--- src/rtl/rom_prefetch_ctrl_if.sv ---
// Bus between a fetch master and the ROM prefetch controller.
// Active-low strobes; rdy_ and wr_err are one-cycle slave responses.
interface rom_prefetch_ctrl_if #(
    parameter int ADDR_W = 11,
    parameter int DATA_W = 32
);
    logic              cs_;
    logic              as_;
    logic              rw;
    logic [ADDR_W-1:0] addr;
    logic [DATA_W-1:0] rd_data;
    logic              rdy_;
    logic              wr_err;

    modport master (
        output cs_, as_, rw, addr,
        input  rd_data, rdy_, wr_err
    );

    modport slave (
        input  cs_, as_, rw, addr,
        output rd_data, rdy_, wr_err
    );
endinterface

--- src/rtl/rom_prefetch_ctrl.sv ---
// Instruction ROM bus slave: hides the ROM's registered-read latency
// and keeps one sequentially prefetched word for linear fetch streams.
module rom_prefetch_ctrl #(
    parameter int ADDR_W = 11,
    parameter int DATA_W = 32,
    parameter bit PF_EN  = 1'b1
) (
    input  logic              clk,
    input  logic              reset,
    rom_prefetch_ctrl_if.slave bus,
    output logic [ADDR_W-1:0] rom_addr,
    input  logic [DATA_W-1:0] rom_data
);
    typedef enum logic [2:0] {
        IDLE,
        RD_ADDR,
        RD_DATA,
        ACK,
        PF_ADDR,
        PF_DATA
    } state_t;

    state_t state, state_d;

    logic [ADDR_W-1:0] last_addr;
    logic              last_rw;
    logic              pf_valid;
    logic [ADDR_W-1:0] pf_addr;
    logic [DATA_W-1:0] pf_data;
    logic [DATA_W-1:0] rd_data_q;
    logic              rdy_q;
    logic              wr_err_q;

    logic              req;
    logic              hit;
    logic [ADDR_W-1:0] next_addr;

    logic latch;
    logic go_miss;
    logic go_pf;
    logic ack_hit;
    logic ack_rom;
    logic ack_wr;
    logic ld_pf;

    assign req       = !bus.cs_ && !bus.as_;
    assign hit       = pf_valid && (pf_addr == bus.addr);
    assign next_addr = last_addr + ADDR_W'(1);

    assign bus.rd_data = rd_data_q;
    assign bus.rdy_    = rdy_q;
    assign bus.wr_err  = wr_err_q;

    always_ff @(posedge clk or negedge reset) begin
        if (!reset) begin
            state <= IDLE;
        end else begin
            state <= state_d;
        end
    end

    always_comb begin
        state_d = state;
        latch   = 1'b0;
        go_miss = 1'b0;
        go_pf   = 1'b0;
        ack_hit = 1'b0;
        ack_rom = 1'b0;
        ack_wr  = 1'b0;
        ld_pf   = 1'b0;
        unique case (state)
            IDLE: begin
                if (req) begin
                    latch = 1'b1;
                    if (!bus.rw) begin
                        ack_wr  = 1'b1;
                        state_d = ACK;
                    end else if (hit) begin
                        ack_hit = 1'b1;
                        state_d = ACK;
                    end else begin
                        go_miss = 1'b1;
                        state_d = RD_ADDR;
                    end
                end
            end
            RD_ADDR: state_d = RD_DATA;
            RD_DATA: begin
                ack_rom = 1'b1;
                state_d = ACK;
            end
            ACK: begin
                // Writes never disturb the prefetch buffer.
                if (last_rw && PF_EN) begin
                    go_pf   = 1'b1;
                    state_d = PF_ADDR;
                end else begin
                    state_d = IDLE;
                end
            end
            PF_ADDR: state_d = PF_DATA;
            PF_DATA: begin
                ld_pf   = 1'b1;
                state_d = IDLE;
            end
            default: state_d = IDLE;
        endcase
    end

    always_ff @(posedge clk or negedge reset) begin
        if (!reset) begin
            last_addr <= '0;
            last_rw   <= 1'b0;
            rom_addr  <= '0;
            rd_data_q <= '0;
            rdy_q     <= 1'b1;
            wr_err_q  <= 1'b0;
            pf_valid  <= 1'b0;
            pf_addr   <= '0;
            pf_data   <= '0;
        end else begin
            if (latch) begin
                last_addr <= bus.addr;
                last_rw   <= bus.rw;
            end
            if (go_miss) begin
                rom_addr <= bus.addr;
            end
            if (go_pf) begin
                rom_addr <= next_addr;
            end
            if (ack_hit) begin
                rd_data_q <= pf_data;
            end
            if (ack_rom) begin
                rd_data_q <= rom_data;
            end
            rdy_q    <= !(ack_hit || ack_rom || ack_wr);
            wr_err_q <= ack_wr;
            if (ld_pf) begin
                pf_data  <= rom_data;
                pf_addr  <= next_addr;
                pf_valid <= 1'b1;
            end
        end
    end
endmodule

--- src/flat_wrapper.sv ---
// flat-port wrapper written by rule: the top's interface ports become plain ports
module rom_prefetch_ctrl_flat 
#(
    parameter int ADDR_W = 11,
    parameter int DATA_W = 32,
    parameter bit PF_EN  = 1'b1
)
  (clk, reset, rom_addr, rom_data, bus_cs_, bus_as_, bus_rw, bus_addr, bus_rd_data, bus_rdy_, bus_wr_err);
  rom_prefetch_ctrl_if #(.ADDR_W(ADDR_W), .DATA_W(DATA_W)) bus_i ();
  input  logic clk;
  input  logic reset;
  output logic [ADDR_W-1:0] rom_addr;
  input  logic [DATA_W-1:0] rom_data;
  input wire logic [$bits(bus_i.cs_)-1:0] bus_cs_;
  input wire logic [$bits(bus_i.as_)-1:0] bus_as_;
  input wire logic [$bits(bus_i.rw)-1:0] bus_rw;
  input wire logic [$bits(bus_i.addr)-1:0] bus_addr;
  output wire logic [$bits(bus_i.rd_data)-1:0] bus_rd_data;
  output wire logic [$bits(bus_i.rdy_)-1:0] bus_rdy_;
  output wire logic [$bits(bus_i.wr_err)-1:0] bus_wr_err;
  assign bus_i.cs_ = bus_cs_;
  assign bus_i.as_ = bus_as_;
  assign bus_i.rw = bus_rw;
  assign bus_i.addr = bus_addr;
  assign bus_rd_data = bus_i.rd_data;
  assign bus_rdy_ = bus_i.rdy_;
  assign bus_wr_err = bus_i.wr_err;
  rom_prefetch_ctrl #(.ADDR_W(ADDR_W), .DATA_W(DATA_W), .PF_EN(PF_EN)) u_core (.clk(clk), .reset(reset), .bus(bus_i), .rom_addr(rom_addr), .rom_data(rom_data));
endmodule
--- config.mk ---
export PLATFORM = sky130hd
export DESIGN_NAME = rom_prefetch_ctrl_flat
export DESIGN_NICKNAME = d
export VERILOG_FILES = /design/src/rtl/rom_prefetch_ctrl_if.sv /design/src/rtl/rom_prefetch_ctrl.sv /design/src/flat_wrapper.sv
export SDC_FILE = /design/constraint.sdc
export NUM_CORES = 1
export LEC_CHECK = 0
export CAP_MARGIN = 20
export CELL_PAD_IN_SITES_DETAIL_PLACEMENT = 0
export CELL_PAD_IN_SITES_GLOBAL_PLACEMENT = 1
export CORE_ASPECT_RATIO = 0.7
export CORE_MARGIN = 1.5
export CORE_UTILIZATION = 41
export DETAILED_ROUTE_END_ITERATION = 7
export GPL_ROUTABILITY_DRIVEN = 1
export PLACE_DENSITY_LB_ADDON = 0.1
export SLEW_MARGIN = 20
export SYNTH_ARGS = -nofsm -noshare
export SYNTH_HDL_FRONTEND = slang
export SYNTH_SLANG_ARGS = --single-unit
--- constraint.sdc ---
create_clock -name clk -period 2.5 [get_ports clk]
set_input_delay 0.5 -clock clk [delete_from_list [all_inputs] [get_ports clk]]
set_output_delay 0.5 -clock clk [all_outputs]
set_load 0.1 [all_outputs]
==> summary.txt <==
Logic synthesis
  • Largest family of logic cells by synthesized area: multiplexers
  • Xor and xnor fraction of the mapped netlist area: approximately 3.8%
  • Synthesis warning total: 0
  • Cells after synthesis: roughly 390
  • Async set or reset register ratio after synthesis: 100%
  • Synth cell types: 36
  • Number of synthesized register bits: 104
  • Most instantiated library cell after synthesis: dfrtp_1
  • Synth area leaders: dfrtp_1 (56%), mux2_2 (9.0%), mux2i_1 (6.9%), nand2_1 (4.0%), xnor2_1 (3.0%)
  • Area leader, netlist: dfrtp_1
  • Cell Area, Synth: 4640 µm²
  • Commonest cells in the netlist: dfrtp_1 (103), nand2_1 (49), mux2_2 (37)
  • Post-Synth Simple-Gate Area: under 10%
  • Synthesized area per cell: 11.9 µm²
  • EDFF count, synth: 0
  • Mapped Nets: 438
  • Synth top area share: a little under three fifths
  • Top_reg_cell synth: dfrtp_1
  • Mux contribution to synthesized area: around 18%
  • Synth Area in Compound Gates: 10.1%
  • Register area share after synthesis: 56.2%
  • Adder-Cell Fraction of Synth Area: 0.270%

Placed design
  • GP Congestion: 0.780
  • Port bufs: 92
  • DP HPWL: ~7400 µm

Clocking
  • Worst skew pair latency: 0.34 ns
  • # clock sinks: 104
  • Num CTS Buffers: 9
  • CTS tree: yes
  • Root Driver: clkbuf_16
  • Reg clk slew, reported paths: 0.07 ns
  • CTS Hold Buffers Added: 0
  • Post-CTS resize count: 0
  • Largest buffer count on any clock path: 2
  • H-tree Lvls: 3
  • Postcts setup bufs: 0

Die
  • Row cnt: 32
  • I/O pin cnt: 93
  • Die width: 130 µm
  • Initial Util: 42.1%
  • Die Area: 12000 µm²
  • Core footprint: 11000 µm²
  • Chip height: 92.0 µm

STA
  • Tmin final: 2.31 ns
  • RSZ-0062 raised after global routing: false
  • Tcrit/Tclk final: 92.2%
  • Minimum hold slack: about 0.041 ns
  • Hold Fails Final Rpt: 0
  • Worst Max-Slew Pin Slew: about 0.74 ns
  • Max transition margin: 50.7%
  • Skew final: 0.00595 ns
  • Max Slew Vio Count: 0
  • F_max: around 430 MHz
  • Setup violators final: 0

Final layout
  • Area Growth Syn to Fin: 29.6%
  • Antenna Cells: 0
  • Layout cell share with drive strength beyond 1: 27.0%
  • Final cell utilization of the core: 54.6%
  • Fin nets: 541

Critical path
  • Slowest-stage cell, CP: clkdlybuf4s50_1
  • CP Launch Type: input pin
  • Critical Path End Type: flip-flop
  • CP Max Fanout: 32
  • Worst path required time: 2.73 ns
  • Worst-path cell chain: clkdlybuf4s50_1 -> xnor2_1 -> nand4_1 -> nor4_4 -> buf_12 -> mux2i_1 -> o21ai_2
  • Critical path arrival: 2.53 ns
  • WS Path Type: input pin to flip-flop
  • CP max stage delay: roughly 0.46 ns

Global routing
  • Number of global-route vias before repair: around 3300
  • Initial antenna violation count: 0
  • Total track usage: a little under a fifth
  • Gr ovfl total: 0
  • Largest net degree at the start of global routing: 61
  • First-pass GRT wire length: roughly 17000 µm

Hold path
  • Hold Crit Class: input pin to async pin

Drt
  • Detailed router's first-iteration violation count: between 100 and 150
  • Routed wire per std cell: approximately 17 µm
  • DRT Wirelength: roughly 11000 µm
  • Drt drc: 0
  • Post-route ant nets: 0
  • Pre-antenna DRT Iters: 4
  • Vias per cell: approximately 5
  • Via Count: 3286

Run status
  • Status: finished clean

Job
  • Max Cap Viol: 0
==> registers in the layout, summed over array words and instances, names as in the netlist <==
name and count:
u_core.pf_valid 1, u_core.bus.rd_data 32, u_core.bus.rdy_ 1, u_core.pf_data 32
u_core.rom_addr 11, u_core.bus.wr_err 1, u_core.last_addr 11, u_core.state 3
u_core.pf_addr 11, u_core.last_rw 1
==> layout make-up <==
class                      instances  area [µm²]
fill                             976        5000
sequential                       104        2600
multi-input combinational        260        1910
timing repair buffer             116        1020
clock buffer                      12         236
tap                              153         191
clock inverter                     4        45.0
inverter                           1        3.75
==> routing by layer <==
layer / vias to the layer above / GRT usage (%) / part of all wire (%)
li1: 1592 / - / -
met2: 85 / 26.5 / 41
met4: 0 / 4.91 / 0.73
met3: 7 / 5.66 / 6.9
met1: 1602 / 28.6 / 51
met5: - / 0 / 0
==> critical path: cells and delay by family <==
kind            cells  cell delay (ns)
buf+inv             2             0.75
mux                 1             0.27
simple gates        2             0.57
xor+xnor            1             0.34
compound gates      1             0.06
==> layout by cell type, fill, tap and decap left out, types with 2 or more instances in the layout <==
cell             instances
o21ai_2                  7
o221a_1                  2
nor2b_1                  4
nor4_4                   2
mux2_1                   7
o211ai_1                 2
o21ai_0                 19
clkdlybuf4s50_1         46
mux2i_1                 32
a22oi_1                  8
nand2b_1                 2
nor2_1                   4
and3_1                   4
o21ai_1                 26
clkbuf_1                 3
dfrtp_1                103
buf_4                   67
clkbuf_16                9
nand4_1                  6
buf_12                   3
xnor2_1                 16
mux2_2                  37
a21oi_1                  4
nand2_1                 49
clkinv_2                 3
xor2_1                   4
nand3_1                  7
a31oi_1                  8
==> through the flow <==
step	instance area, µm²	worst slack [ns]	cells	setup TNS, ns
finish	6010	0.194	650	0
global route	6010	0.106	650	0
CTS	6010	0.217	650	0
detailed placement	5730	-0.155	634	-4.11
global placement	5730	-0.157	634	-4.56
floorplan	4640	0.591	389	0
==> path summary, 6_finish.rpt <==
path                                    from                    end  slack, ns  cells after the start
setup / recovery                 bus_addr[4]  u_core.bus.rd_data[2]       0.19                      7
hold / removal                         reset      u_core.pf_addr[5]       0.04                      1
setup reg to reg           u_core.pf_addr[4]  u_core.bus.rd_data[2]       0.47                      6
hold reg to reg              u_core.pf_valid        u_core.pf_valid       0.50                      1
max in group asynchronous              reset        u_core.bus.rdy_       1.75                      2
min in group clk             u_core.pf_valid        u_core.pf_valid       0.50                      1
==> kinds of logic (layout without fill, tap and decap cells) <==
group	Yosys count	after routing
flip-flops	104	104
AND/OR/NAND/NOR	85	85
AO/OA/AOI/OAI	78	78
multiplexers	76	76
buffers and inverters	25	133
XOR/XNOR	20	20
adder cells (fa/ha/maj)	1	1
Power is not shown: default switching activity piles up to over one toggle a cycle in this logic, so the estimate is an artifact.
